**config.mk**
```make
export PLATFORM = sky130hd
export DESIGN_NAME = mem_access_ctrl
export DESIGN_NICKNAME = d
export VERILOG_FILES = /design/src/rtl/mem_ctrl_pkg.sv /design/src/rtl/lsu_fmt.sv /design/src/rtl/mem_access_ctrl.sv
export SDC_FILE = /design/constraint.sdc
export NUM_CORES = 1
export LEC_CHECK = 0
export CAP_MARGIN = 5
export CORE_MARGIN = 3
export CORE_UTILIZATION = 40
export DETAILED_ROUTE_END_ITERATION = 16
export GPL_TIMING_DRIVEN = 0
export PLACE_DENSITY = 0.77
export SYNTH_ARGS = -nofsm -noshare
export SYNTH_HDL_FRONTEND = slang
export SYNTH_HIERARCHICAL = 1
export SYNTH_SLANG_ARGS = --single-unit
```
**constraint.sdc**
```tcl
create_clock -name clk -period 1.9 [get_ports clk]
set_clock_uncertainty 0.1 [all_clocks]
set_input_delay 0.38 -clock clk [delete_from_list [all_inputs] [get_ports clk]]
set_output_delay 0.38 -clock clk [all_outputs]
set_load 0.05 [all_outputs]
```
**src/rtl/mem_ctrl_pkg.sv**
```systemverilog
// Shared types for the MEM-stage data-memory access controller: FSM states,
// func3 access-size codes and the registered request bundle.
package mem_ctrl_pkg;

  typedef enum logic [1:0] {
    S_IDLE = 2'd0,
    S_REQ  = 2'd1,
    S_RSP  = 2'd2,
    S_DONE = 2'd3
  } state_e;

  localparam logic [2:0] FUNC3_B  = 3'b000;
  localparam logic [2:0] FUNC3_H  = 3'b001;
  localparam logic [2:0] FUNC3_W  = 3'b010;
  localparam logic [2:0] FUNC3_BU = 3'b100;
  localparam logic [2:0] FUNC3_HU = 3'b101;

  typedef enum logic [1:0] {
    SZ_B = 2'd0,
    SZ_H = 2'd1,
    SZ_W = 2'd2
  } size_e;

  typedef struct packed {
    logic        we;
    logic [31:0] addr;
    logic [3:0]  be;
    logic [31:0] wdata;
  } dmem_req_t;

  // Undefined func3 codes fall through to a full-word access.
  function automatic size_e f3_size(input logic [2:0] f3);
    case (f3)
      FUNC3_B, FUNC3_BU: f3_size = SZ_B;
      FUNC3_H, FUNC3_HU: f3_size = SZ_H;
      default:           f3_size = SZ_W;
    endcase
  endfunction

endpackage

```
**src/rtl/lsu_fmt.sv**
```systemverilog
// Combinational load/store lane formatting: store byte enables and replicated
// write data, alignment check, and sign/zero-extended load extraction.
module lsu_fmt
  import mem_ctrl_pkg::*;
(
  input  logic [2:0]  st_func3,
  input  logic [1:0]  st_lo,
  input  logic [31:0] st_data,
  output logic [3:0]  be,
  output logic [31:0] wdata,
  output logic        misaligned,
  input  logic [2:0]  ld_func3,
  input  logic [1:0]  ld_lo,
  input  logic [31:0] rdata,
  output logic [31:0] ld_data
);

  logic [31:0] b_shift;
  logic [31:0] h_shift;
  logic [7:0]  ld_byte;
  logic [15:0] ld_half;
  logic        sext;

  always_comb begin
    be         = 4'b1111;
    wdata      = st_data;
    misaligned = 1'b0;
    case (f3_size(st_func3))
      SZ_B: begin
        be    = 4'b0001 << st_lo;
        wdata = {4{st_data[7:0]}};
      end
      SZ_H: begin
        be         = st_lo[1] ? 4'b1100 : 4'b0011;
        wdata      = {2{st_data[15:0]}};
        misaligned = st_lo[0];
      end
      default: misaligned = |st_lo;
    endcase
  end

  assign b_shift = rdata >> {ld_lo, 3'b000};
  assign h_shift = rdata >> {ld_lo[1], 4'b0000};
  assign ld_byte = b_shift[7:0];
  assign ld_half = h_shift[15:0];
  // func3[2] set selects the unsigned variants
  assign sext    = ~ld_func3[2];

  always_comb begin
    ld_data = rdata;
    case (f3_size(ld_func3))
      SZ_B:    ld_data = {{24{sext & ld_byte[7]}}, ld_byte};
      SZ_H:    ld_data = {{16{sext & ld_half[15]}}, ld_half};
      default: ld_data = rdata;
    endcase
  end

endmodule

```
**src/rtl/mem_access_ctrl.sv**
```systemverilog
// MEM-stage access sequencer: one valid/ready request, one response, then a
// single DONE bubble. Stalls the front of the pipeline while busy.
module mem_access_ctrl
  import mem_ctrl_pkg::*;
#(
  parameter int unsigned TIMEOUT_CYC = 255
) (
  input  logic        clk,
  input  logic        rst,
  input  logic        me_mem_read,
  input  logic        me_mem_write,
  input  logic [31:0] me_alu_o,
  input  logic [31:0] me_regs_data2,
  input  logic [2:0]  me_func3_code,
  output logic        dmem_req_valid,
  input  logic        dmem_req_ready,
  output logic        dmem_we,
  output logic [31:0] dmem_addr,
  output logic [3:0]  dmem_be,
  output logic [31:0] dmem_wdata,
  input  logic        dmem_rsp_valid,
  input  logic [31:0] dmem_rsp_rdata,
  output logic        mem_stall,
  output logic [31:0] ld_data,
  output logic        ld_valid,
  output logic        misalign_err,
  output logic        bus_err
);

  localparam logic [7:0] CNT_LAST = 8'(TIMEOUT_CYC - 1);

  state_e      state, state_nxt;
  dmem_req_t   req_q;
  logic [2:0]  f3_q;
  logic [1:0]  lo_q;
  logic [7:0]  cnt;
  logic        access, start, mis_hit, rsp_hit, tmo;
  logic [3:0]  fmt_be;
  logic [31:0] fmt_wdata, fmt_ld;
  logic        fmt_mis;

  assign access = me_mem_read | me_mem_write;

  // Load side uses the func3/offset captured at issue, not the live EX/MEM copy.
  lsu_fmt u_fmt (
    .st_func3   (me_func3_code),
    .st_lo      (me_alu_o[1:0]),
    .st_data    (me_regs_data2),
    .be         (fmt_be),
    .wdata      (fmt_wdata),
    .misaligned (fmt_mis),
    .ld_func3   (f3_q),
    .ld_lo      (lo_q),
    .rdata      (dmem_rsp_rdata),
    .ld_data    (fmt_ld)
  );

  always_comb begin
    state_nxt = state;
    mem_stall = 1'b0;
    start     = 1'b0;
    mis_hit   = 1'b0;
    rsp_hit   = 1'b0;
    tmo       = 1'b0;
    case (state)
      S_IDLE: begin
        if (access) begin
          if (fmt_mis) begin
            mis_hit = 1'b1;
          end else begin
            start     = 1'b1;
            mem_stall = 1'b1;
            state_nxt = S_REQ;
          end
        end
      end
      S_REQ: begin
        mem_stall = 1'b1;
        if (dmem_req_ready) state_nxt = S_RSP;
      end
      S_RSP: begin
        mem_stall = 1'b1;
        if (dmem_rsp_valid) begin
          rsp_hit   = 1'b1;
          state_nxt = S_DONE;
        end else if (cnt == CNT_LAST) begin
          tmo       = 1'b1;
          state_nxt = S_DONE;
        end
      end
      default: state_nxt = S_IDLE;
    endcase
  end

  always_ff @(posedge clk) begin
    if (rst) begin
      state        <= S_IDLE;
      req_q        <= '0;
      f3_q         <= '0;
      lo_q         <= '0;
      cnt          <= '0;
      ld_data      <= '0;
      ld_valid     <= 1'b0;
      misalign_err <= 1'b0;
      bus_err      <= 1'b0;
    end else begin
      state        <= state_nxt;
      ld_valid     <= rsp_hit & ~req_q.we;
      misalign_err <= mis_hit;
      bus_err      <= tmo;
      if (start) begin
        // Write wins when read and write are both flagged.
        req_q <= '{we:    me_mem_write,
                   addr:  {me_alu_o[31:2], 2'b00},
                   be:    fmt_be,
                   wdata: fmt_wdata};
        f3_q  <= me_func3_code;
        lo_q  <= me_alu_o[1:0];
      end
      if (state == S_REQ)      cnt <= '0;
      else if (state == S_RSP) cnt <= cnt + 8'd1;
      if (rsp_hit && !req_q.we) ld_data <= fmt_ld;
      else if (tmo)             ld_data <= '0;
    end
  end

  assign dmem_req_valid = (state == S_REQ);
  assign dmem_we        = req_q.we;
  assign dmem_addr      = req_q.addr;
  assign dmem_be        = req_q.be;
  assign dmem_wdata     = req_q.wdata;

endmodule

```
-- Word level (Yosys, flattened, before mapping)
Index checks and enable logic that the tools add are counted.
- add/sub/neg operators: 1
- eq/ne operators: 15
- shift-type cells: 3
- mux-type cells: 25
- bitwise logic cells: 8
- reduce and logical (&&, ||, !) cells: 17
- operator list (kind ; count):
    32-bit one-hot mux with 2 select lines ; 2
    32-bit two-way mux ; 2
    32-bit by 5-bit right shift with 16-bit output ; 1
    32-bit by 5-bit right shift with 8-bit output ; 1
    2-bit OR reduction ; 7
    3-bit equality test (second input constant) ; 4
    2-bit two-way mux ; 5
    1-bit two-way mux ; 9
    8-bit by 1-bit adder with 8-bit output (second input constant) ; 1
    8-bit equality test (second input constant) ; 1
    2-bit one-hot mux with 2 select lines ; 2
    4-bit one-hot mux with 2 select lines ; 1
    2-bit by 1-bit equality test with 1-bit output (second input constant) ; 3
    3-bit by 1-bit equality test with 1-bit output (second input constant) ; 2
    2-bit zero test ; 3
    3-bit zero test ; 2
    2-bit one-hot mux with 3 select lines ; 1
    4-bit two-way mux ; 1
    2-bit inequality test (second input constant) ; 2
    1-bit inverter ; 4
    1-bit one-hot mux with 2 select lines ; 2
    4-bit AND reduction ; 1
    1-bit by 2-bit left shift with 4-bit output (first input constant) ; 1
    1-bit AND ; 3
    other kinds (8) ; 8
- register bits: 117
- input port bits: 105
- output and inout port bits: 106
- logic and storage cells: 81

-- Logic depth before layout (Yosys ltp)
Gate-level depths: netlist (run 1).
- depth in word-level cells: 8
- gate-level depth with buffers: 8
- gate-level depth less buffers: 6

-- Hierarchy
The synthesis (run 1) kept the hierarchy.
- by module, submodules not included (module ; times used ; cells each ; area each (µm²) ; seq. area each (µm²)):
    mem_access_ctrl ; 1 ; 498 ; 4409.2 ; 2342.2
    lsu_fmt ; 1 ; 157 ; 1179.9 ; 0.0

-- Worst setup path before layout (run 1)
No wires, ideal clock.
- path kind: input-to-output
- start point: in me_func3_code[0]
- end point: out mem_stall
- arrival time: 2.028 ns
- data required time: 1.420 ns
- path slack: -0.608 ns
- stages on the path: 7
- buffers on the path: 2
- path through: buf_2 a21oi_1 nor2_1 nor2_2 clkbuf_1 nor2_1 nor2_1
- word-level cells in the longest chain between the ends: 8
- elaborated cells on any way between the ends: 13
- classes of those cells: eq/ne: 4; mux: 5; reduce/logical: 4
- ends and longest elaborated chain (element ; RTL line ; RTL):
    start, declared ; mem_access_ctrl.sv:14 ; input logic [2:0] me_func3_code,
    3-bit by 1-bit equality test with 1-bit output (tied with other cells) ; mem_ctrl_pkg.sv:33 ; case (f3)
    2-bit OR reduction ; mem_ctrl_pkg.sv:33 ;
    2-bit one-hot mux with 2 select lines * ; mem_ctrl_pkg.sv:33 ;
    2-bit by 1-bit equality test with 1-bit output or 2-bit zero test (tied branches) ; lsu_fmt.sv:28 ; case (f3_size(st_func3))
    1-bit one-hot mux with 2 select lines * ; lsu_fmt.sv:28 ;
    named net fmt_mis ; mem_access_ctrl.sv:40 ; logic fmt_mis;
    1-bit two-way mux * ; mem_access_ctrl.sv:68 ; if (fmt_mis) begin
    1-bit two-way mux * ; mem_access_ctrl.sv:67 ; if (access) begin
    1-bit one-hot mux with 2 select lines * ; mem_access_ctrl.sv:65 ; case (state)
    end, declared ; mem_access_ctrl.sv:23 ; output logic mem_stall,
Mark *: on every way through the listed nets, which the timed path passes. The rest lies on a longest branch.

-- Worst setup path in the final report (run 1)
- start point: reg state[0]
- end point: out mem_stall
- word-level cells in the longest chain between the ends: 3
- elaborated cells on any way between the ends: 5
- classes of those cells: eq/ne: 2; mux: 1; reduce/logical: 2
- ends and longest elaborated chain (element ; RTL line ; RTL):
    start, declared ; mem_access_ctrl.sv:32 ; state_e state, state_nxt;
    start signal, assigned ; mem_access_ctrl.sv:107 ; state <= state_nxt;
    2-bit by 1-bit equality test with 1-bit output or 2-bit equality test (tied branches) ; mem_access_ctrl.sv:65 ;
    2-bit OR reduction (no source line) ; n/a ;
    1-bit one-hot mux with 2 select lines * ; mem_access_ctrl.sv:65 ;
Every way passes the cells marked *; elsewhere a longest branch is shown, timed or not.

==> metrics, run 1 <==
synthesized area per cell=8.53 um^2; first-pass GRT wire length=29.3 mm; drt pass-1 iters=6; Synth Area in Adders=1.34%; outcome=complete, but fails checks; xor/xnor cell area share of the yosys netlist=0.784%; critical path launch point type=register; largest family of logic cells by synthesized area=simple AND/OR/NAND/NOR gates; # DRC=0; Slew Limit Fails=0; Synth Area in Compound Gates=20.8%; Async SR Flop Fraction=0%; Worst Max-Slew Pin Slew=0.725 ns; failing checks=setup timing; worst skew pair latency=0.41 ns; CTS tree=done; core region area=13,500 um^2; TritonCTS buffer count=17; CP required=1.42 ns; Syn Std Cell Area=5590 um^2; commonest non-fill, non-tap cell in the layout=nand2_1; CTS H-tree lvls=4; RSZ-0062 raised after global routing=true; crit path buf inv count=3; reg2reg setup slack=0 ns; DPL Wire Length=13.7 mm; final setup fails=1; clock root cell=clkbuf_16; antenna violations before repair=2; # clock sinks=117; diode count=0; EDFF count, synth=0; Simple-Gate Fraction of Synth Area=21.0%; predominant post-synthesis flop cell=dfxtp_1; clock period minus worst slack=2.05 ns; Clk pwr share=30.2%; Row Count=42; final core utilization=64.1%; count of cell types in the netlist=44; final worst setup slack=-0.153 ns; reg2reg end=ld_data[12]$_SDFFE_PP0P_; CTS Buffer Depth=2; Mapped Cells=655; Net count, final=1,003; CP peak stage delay=0.36 ns; critical path's top delay family=flip-flops; post-DR vias/cell=5.33; relative slew slack=51.5%; Seq/Total Area, Yosys=41.9%; Iter 0 DRT Violations=438; Worst Hold End=dmem_we$_SDFFE_PP0P_; sequential power share=28.0%; drt total wl=19.1 mm; Initial Util=41.5%; overall power=11.4 mW; post-route clock period utilization=108%; Max VDD drop=0.000839 V; post-place setup slack=-1.33 ns; grt ovf=0; Die W=124 um; P_sw=4.53 mW; Routability Congestion=0.893; Synth top area share=41.9%; Area contributors post-synth=dfxtp_1, nand2_1, a221o_1, a21oi_1, nor3b_1; P_int=6.82 mW; hold path cells=3; Yosys Warn Count=6; critical-path cell list=inv_4 -> ha_4 -> o21ai_4 -> nor2_4 -> buf_8 -> nor2_4 -> nor2_4 -> buf_8; drt wl/cell=17.7 um; I/O pins=211; Die ar.=15,400 um^2; Sw Share=39.9%; Synth area leader=dfxtp_1; gr usage total=23.7%; Max-Cap Viols=0; Reg2Reg Launch Point=lo_q[1]$_SDFFE_PP0P_; Crit. End Element=output pin; Critical Path Slowest Stage Cell=dfxtp_4; commonest non-fill, non-tap cells in the layout=nand2_1, dfxtp_1, dlygate4sd2_1; share of post-route cells with drive strength above 1=16.6%; Hold Buf Count CTS=0; number of global-route vias before repair=5,529; Final ANT Viol Nets=0; f_max=487 MHz; die span in y=124 um; DR vias=5,758; Lkg Pwr=3.76 nW; clock-pin slew on the worst setup and hold paths=0.05 ns; worst reg2reg path depth=4; mux share of post-synthesis cell area=7.72%; cell mode on critical path=nor2_4; kind of critical path=reg -> out; IO buf count=208; power per cell area=1320 nW/um^2; Yosys reg bits=117; fillers=1,216; Comb pwr share=41.9%; HP Class=in -> reg; Critical Path AT=1.57 ns; min-delay src=me_mem_write; Layout Area Growth over Synthesis=54.4%; pin count of the biggest net entering global routing=20; crit path max fanout=3; final hold vios=0
worst max path at each step:
stage,startpoint,cells past startpoint,to
floorplan,state[0]$_SDFFE_PP0P_,7,mem_stall
finish,state[0]$_SDFFE_PP0P_,8,mem_stall
CTS,state[0]$_SDFFE_PP0P_,8,mem_stall
global placement,me_func3_code[1],9,mem_stall
global route,state[0]$_SDFFE_PP0P_,8,mem_stall
detailed placement,me_func3_code[1],9,mem_stall
registers in the layout, summed over array words and instances (netlist names):
register,flops
dmem_be,4
bus_err,1
misalign_err,1
state,2
cnt,8
dmem_we,1
dmem_addr,30
lo_q,2
ld_valid,1
dmem_wdata,32
f3_q,3
ld_data,32
power groups by stage:
stage / combinational, mW / clock, mW / sequential, mW
CTS: 4.60 / 3.48 / 3.16
detailed placement: 4.69 / 0 / 3.21
global placement: 4.67 / 0 / 3.19
global route: 5.04 / 3.58 / 3.23
finish: 4.75 / 3.43 / 3.17
floorplan: 1.85 / 0 / 4.47
layer usage:
layer / routed length, um / vias to the layer above / part of all wire (%) / GRT usage (%)
met2: 8980 / 263 / 47 / 38.1
met3: 2010 / 35 / 11 / 11.0
met4: 413 / 4 / 2.2 / 9.22
met5: 27 / - / 0.14 / 0
li1: - / 2775 / - / -
met1: 7650 / 2681 / 40 / 27.4
through the flow:
stage	instances	hold WS (ns)	cell area (um^2)	setup TNS, ns
CTS	1076	0.324	8520	-0.227
global route	1081	0.228	8630	-0.498
global placement	1040	0.341	7930	-51.71
detailed placement	1040	0.346	7930	-52.71
finish	1081	0.226	8630	-0.153
floorplan	656	0.331	5630	0
area by class of cell:
class | instances | area, um^2 | area share [%]
clock buffer | 20 | 457 | 5.29
timing repair buffer | 219 | 2040 | 23.7
inverter | 5 | 23.8 | 0.275
sequential | 117 | 2350 | 27.3
buffer | 60 | 387 | 4.48
clock inverter | 12 | 175 | 2.03
multi-input combinational | 472 | 2970 | 34.4
tap | 176 | 220 | 2.55
Yosys cell counts, types with 2 or more instances:
cell type	n
nand2_1	179
dfxtp_1	117
a21oi_1	75
a221o_1	40
nor3b_1	34
clkbuf_1	26
buf_2	19
o21ai_0	19
mux2i_1	18
mux2_2	17
nor2_1	14
buf_4	11
o21ai_2	9
a22o_1	8
o221a_2	7
ha_1	6
buf_6	5
nand2b_1	5
o21bai_1	5
inv_1	4
nor2b_1	4
xor2_1	3
and3b_1	2
nand3_1	2
nand4_1	2
nor3_2	2
o21ai_1	2
or2_2	2
or3_1	2
xnor2_1	2
repair_timing:
| item | 4_1_cts | 5_1_grt |
|---|---|---|
| setup endpoints to repair | 201 | 93 |
| gates cloned | 1 | 0 |
| buffers inserted | 4 | 6 |
| gates resized for setup | 137 | 43 |
| pin swaps | 4 | 4 |
logic make-up after synthesis:
family          count (synthesis)
simple gates                  254
compound gates                167
flops                         117
buf+inv                        67
mux                            38
fa+ha+maj                       6
xor+xnor                        5
other cells                     1
tightest hold or removal path, cell delays in order:
cell and delay, ns:
dlymetal6s2s_1 0.18, nand2_1 0.08, a21oi_1 0.05
No activity file was read; power rests on OpenSTA's default activity.
==> run 2: changes to the inputs <==
--- a/config.mk
+++ b/config.mk
@@ -7,10 +7,10 @@
 export LEC_CHECK = 0
 export CAP_MARGIN = 5
 export CORE_MARGIN = 3
-export CORE_UTILIZATION = 40
+export CORE_UTILIZATION = 45
 export DETAILED_ROUTE_END_ITERATION = 16
 export GPL_TIMING_DRIVEN = 0
-export PLACE_DENSITY = 0.77
+export PLACE_DENSITY = 0.81
 export SYNTH_ARGS = -nofsm -noshare
 export SYNTH_HDL_FRONTEND = slang
 export SYNTH_HIERARCHICAL = 1
==> constraint.sdc (replaced) <==
create_clock -name clk -period 2.3 [get_ports clk]
set_clock_uncertainty 0.1 [all_clocks]
set_input_delay 0.46 -clock clk [delete_from_list [all_inputs] [get_ports clk]]
set_output_delay 0.46 -clock clk [all_outputs]
set_load 0.05 [all_outputs]
==> run 2 against run 1 <==
The run now ends clean. Clock-buffer cell count increased by 4. Global-route usage increased by 3.8 points. Die area decreased by 11%. Sequential cell count unchanged. Wire length increased by 1.0%. First-iteration DRC count increased by 11%. Non-clock buffer count decreased by 5. Final cell count decreased by 1.0%. Power decreased by 18%. Largest power group unchanged.
==> metrics, run 2 (synthesized netlist as in run 1, its figures left out) <==
final hold vios=0 (unchanged); HP Class=in -> reg; Die ar.=13,800 um^2 (-11%); IO buf count=208 (unchanged); Critical Path AT=1.69 ns (+0.12 ns); # clock sinks=117 (unchanged); Crit. End Element=output pin; CTS H-tree lvls=4 (unchanged); relative slew slack=40.4% (-11 points); grt ovf=0 (unchanged); post-route clock period utilization=97.7%; # DRC=0 (unchanged); outcome=completed; Slew Limit Fails=0 (unchanged); Die W=117 um (-5.4%); Comb pwr share=43.2% (+1.3 points); commonest non-fill, non-tap cells in the layout=clkdlybuf4s50_1, nand2_1, dfxtp_1; overall power=9.27 mW (-18%); sequential power share=28.5% (+0.5 points); drt total wl=19.3 mm (+1.0%); final setup fails=0 (-1); Hold Buf Count CTS=0 (unchanged); worst skew pair latency=0.41 ns (about the same); Worst Max-Slew Pin Slew=0.893 ns (+0.168 ns); Max-Cap Viols=0 (unchanged); CTS tree=done; first-pass GRT wire length=30.6 mm (+4.3%); power per cell area=1080 nW/um^2 (-18%); number of global-route vias before repair=5,931 (+7.3%); kind of critical path=in -> out; Row Count=40 (-4.8%); drt wl/cell=18.0 um (+2.0%); I/O pins=211 (unchanged); Lkg Pwr=3.21 nW (-15%); Max VDD drop=0.000656 V (-22%); final worst setup slack=0.0524 ns (+0.205 ns); P_sw=3.70 mW (-18%); drt pass-1 iters=5 (-1); Routability Congestion=0.906 (+1.4%); clock root cell=clkbuf_16; post-DR vias/cell=5.45 (+2.3%); CTS Buffer Depth=2 (unchanged); RSZ-0062 raised after global routing=false; f_max=445 MHz; post-place setup slack=-1.43 ns (-0.106 ns); die span in y=117 um (-5.4%); Layout Area Growth over Synthesis=53.9%; critical path launch point type=input pin; Clk pwr share=28.3% (-1.9 points); Initial Util=46.3% (+4.8 points); pin count of the biggest net entering global routing=17 (-15%); gr usage total=27.5% (+3.8 points); crit path max fanout=10 (+7); core region area=12,100 um^2 (-10%); CP required=1.74 ns (+0.32 ns); TritonCTS buffer count=17 (unchanged); DR vias=5,831 (+1.3%); Sw Share=39.9% (about the same); commonest non-fill, non-tap cell in the layout=clkdlybuf4s50_1; design area=8600 um^2 (-0.35%); clock-pin slew on the worst setup and hold paths=0.06 ns (about the same); DPL Wire Length=14.5 mm (+5.6%); Final ANT Viol Nets=0 (unchanged); share of post-route cells with drive strength above 1=14.1% (-2.5 points); P_int=5.57 mW (-18%); Iter 0 DRT Violations=486 (+11%); fillers=933 (-23%); clock period minus worst slack=2.25 ns; Net count, final=998 (-0.50%); placed cell areas=7890 um^2 (-0.50%); antenna violations before repair=2 (unchanged)
## run 2: cell types whose count changed in the layout (fill, tap and decap cells not counted), sizes merged
cell           change
buf                -7
clkdlybuf4s50    +106
dlymetal6s2s       -2
bufinv             -2
clkdlybuf4s15      -1
dlygate4sd2      -102
clkbuf             +5
diode              +2
clkinv             -1
inv                -1
## run 2: what timing repair did
action	4_1_cts	5_1_grt
setup endpoints to repair	53	1
gates resized for setup	27	9
setup buffers	4	0
pin swaps	3	0
hold endpoints to repair	0	0
## run 2: metal layers
| layer | global-route usage, % | wire [um] | up-vias |
|---|---|---|---|
| met5 | 0 | 0 | - |
| met4 | 9.82 | 441 | 0 |
| met3 | 10.1 | 1850 | 31 |
| met1 | 31.2 | 7510 | 2758 |
| li1 | - | - | 2765 |
| met2 | 47.5 | 9470 | 277 |
## run 2: metrics by stage
| step | std cells | setup TNS, ns | util (%) | hold slack, ns |
|---|---|---|---|---|
| after global placement | 1032 | -31.70 | 65.4 | 0.341 |
| after floorplan | 656 | 0 | - | 0.331 |
| after global routing | 1070 | 0 | 71.3 | 0.294 |
| final | 1070 | 0 | 71.3 | 0.287 |
| after detailed placement | 1032 | -35.36 | 65.4 | 0.347 |
| after CTS | 1068 | -0.00491 | 70.9 | 0.354 |
## run 2: final timing paths
path	slack (ns)	cells past startpoint	start	to
setup / recovery	0.05	9	me_func3_code[1]	mem_stall
hold / removal	0.29	3	me_mem_write	dmem_we$_SDFFE_PP0P_
setup reg to reg	0.10	5	f3_q[1]$_SDFFE_PP0P_	ld_data[2]$_SDFFE_PP0P_
hold reg to reg	0.35	2	dmem_wdata[4]$_SDFFE_PP0P_	dmem_wdata[4]$_SDFFE_PP0P_
## run 2: final cells by class
type,instances,area [um^2],area share [%]
multi-input cells,472,2960,34.4
flip-flops and latches,117,2340,27.3
repair buffers,212,2110,24.5
clock buffers,24,492,5.72
plain buffers,62,363,4.22
well taps,168,210,2.44
clock inverters,8,97.6,1.13
inverters,5,18.8,0.218
diodes,2,5.00,0.0582
## run 2: worst max-delay path: stages
cell and delay, ns:
dlygate4sd2_1 0.29, clkbuf_8 0.18, a21oi_4 0.13, nor2_4 0.07, nor2_4 0.11, buf_8 0.15
nor2_4 0.04, nor2_4 0.08, buf_6 0.16
## run 2: power groups by stage
stage                     Clock, mW  Sequential, mW  Combinational, mW
final                          2.62            2.64               4.00
after global routing           2.75            2.69               4.22
after CTS                      2.66            2.64               3.94
after detailed placement          0            2.67               3.85
after global placement            0            2.64               3.79
after floorplan                   0            3.70               1.50
==> run 3: changes to the inputs <==
==> constraint.sdc (replaced) <==
create_clock -name clk -period 2.3 [get_ports clk]
set_clock_uncertainty 0.1 [all_clocks]
set_input_delay 0.345 -clock clk [delete_from_list [all_inputs] [get_ports clk]]
set_output_delay 0.345 -clock clk [all_outputs]
set_load 0.05 [all_outputs]
==> run 3 against run 2 <==
Die area unchanged. Register-to-register slack improved by 0.13 ns. Global-route usage up 0.33 points. Sequential cell count did not move. Via count shrank 0.46%. Clock power rose by 8.8%. Critical path type is now reg -> out. Highest routed layer unchanged.
==> metrics, run 3 (synthesized netlist as in run 1, its figures left out) <==
outcome=completed; worst skew pair latency=0.41 ns (about the same); share of post-route cells with drive strength above 1=13.8% (-0.30 points); placed cell areas=7890 um^2 (about the same); CTS H-tree lvls=4 (unchanged); Placed Instances=1,032 (unchanged); relative slew slack=48.8% (+8.5 points); core region area=12,100 um^2 (unchanged); drt pass-1 iters=5 (unchanged); Critical Path Slowest Stage Cell=dfxtp_2; HP Class=in -> reg; post-place setup slack=-1.36 ns (+0.0780 ns); crit path max fanout=10 (unchanged); kind of critical path=reg -> out; Max-Cap Viols=0 (unchanged); Lkg Pwr=3.21 nW (about the same); Initial Util=46.3% (unchanged); grt ovf=0 (unchanged); drt wl/cell=18.3 um (+1.8%); first-pass GRT wire length=31.0 mm (+1.2%); critical path's top delay family=buffers and inverters; Slew Limit Fails=0 (unchanged); gr usage total=27.8% (+0.33 points); crit path buf inv count=3 (-1); CTS Buffer Depth=2 (unchanged); pin count of the biggest net entering global routing=17 (unchanged); cell mode on critical path=buf_6; Final ANT Viol Nets=0 (unchanged); post-route clock period utilization=95.4% (-2.3 points); die span in y=117 um (unchanged); Row Count=40 (unchanged); final worst setup slack=0.106 ns (+0.0539 ns); clock root cell=clkbuf_16; Routability Congestion=0.927 (+2.4%); f_max=456 MHz (+2.5%); Die W=117 um (unchanged); # DRC=0 (unchanged); commonest non-fill, non-tap cells in the layout=clkdlybuf4s50_1, nand2_1, dfxtp_1; critical-path cell list=inv_1 -> ha_1 -> o21ai_2 -> nor2_4 -> buf_6 -> nor2_1 -> nor2_2 -> buf_6; Die ar.=13,800 um^2 (unchanged); power per cell area=1090 nW/um^2 (+1.6%); drt total wl=19.6 mm (+1.6%); Iter 0 DRT Violations=327 (-33%); # clock sinks=117 (unchanged); CTS tree=done; final setup fails=0 (unchanged); I/O pins=211 (unchanged); DPL Wire Length=14.6 mm (+0.72%); overall power=9.41 mW (+1.5%); critical path launch point type=register; Max VDD drop=0.000748 V (+14%); final hold vios=0 (unchanged); TritonCTS buffer count=17 (unchanged); Net count, final=996 (-0.20%); post-DR vias/cell=5.44 (-0.18%); number of global-route vias before repair=6,032 (+1.7%); clock-pin slew on the worst setup and hold paths=0.05 ns (about the same); Layout Area Growth over Synthesis=53.7%; RSZ-0062 raised after global routing=false; Crit. End Element=output pin; CP peak stage delay=0.34 ns (+0.05 ns); clock period minus worst slack=2.19 ns (-0.0539 ns); CP required=1.86 ns (+0.12 ns); setup_tns=0 ns (unchanged); IO buf count=208 (unchanged); commonest non-fill, non-tap cell in the layout=clkdlybuf4s50_1; DR vias=5,804 (-0.46%); Critical Path AT=1.75 ns (+0.06 ns); antenna violations before repair=1 (-1); final std cells w/o fill=1,067 (-0.28%); Worst Max-Slew Pin Slew=0.765 ns (-0.128 ns); design area=8590 um^2 (-0.10%)
## run 3: cell types whose count changed in the layout (fill, tap and decap cells not counted), sizes merged
| cell | before | now |
|---|---|---|
| dlygate4sd2 | 5 | 3 |
| clkbuf | 49 | 45 |
| clkinvlp | 3 | 5 |
| buf | 42 | 40 |
| clkdlybuf4s50 | 201 | 203 |
| bufinv | 2 | 4 |
| diode | 2 | 1 |
## run 3: cell type report
class / count / area [um^2]
Fill cell: 955 / 3470
Multi-Input combinational cell: 472 / 2920
Sequential cell: 117 / 2340
Timing Repair Buffer: 210 / 2100
Clock buffer: 20 / 467
Buffer: 62 / 359
Tap cell: 168 / 210
Clock inverter: 12 / 176
Inverter: 5 / 18.8
Antenna cell: 1 / 2.50
## run 3: worst paths after layout
path         cells past startpoint  slack [ns]                         end                       start
max                              8        0.11                   mem_stall       state[0]$_SDFFE_PP0P_
min                              3        0.20        lo_q[0]$_SDFFE_PP0P_                 me_alu_o[0]
max reg2reg                      6        0.23     ld_data[4]$_SDFFE_PP0P_       state[0]$_SDFFE_PP0P_
min reg2reg                      2        0.35  dmem_addr[12]$_SDFFE_PP0P_  dmem_addr[12]$_SDFFE_PP0P_
## run 3: what timing repair did
action                     4_1_cts  5_1_grt
setup buffers                    2        0
gates resized for setup         20        6
setup endpoints to repair        3        5
pin swaps                        2        0
hold buffers                     0        0
## run 3: metrics by stage
stage	hold slack (ns)	utilization [%]
finish	0.197	71.2
CTS	0.286	71.1
detailed placement	0.348	65.4
floorplan	0.331	-
global route	0.232	71.2
global placement	0.342	65.4
## run 3: routing by layer
layer | up-vias | global-route usage, % | wire (um)
met1 | 2741 | 30.7 | 7520
met5 | - | 0 | 0
li1 | 2751 | - | -
met4 | 0 | 10.9 | 538
met3 | 41 | 11.5 | 1940
met2 | 271 | 47.7 | 9580
## run 3: where the power goes
part           switching (mW)  internal (mW)  leakage (nW)
Sequential              0.243           2.39         0.954
Combinational            2.50           1.42          1.95
Clock                   0.958           1.90         0.300
Total                    3.70           5.71          3.21
## run 3: tightest hold or removal path, cell delays in order
cell	delay, ns
dlymetal6s2s_1	0.18
nand2_1	0.08
a21oi_1	0.05
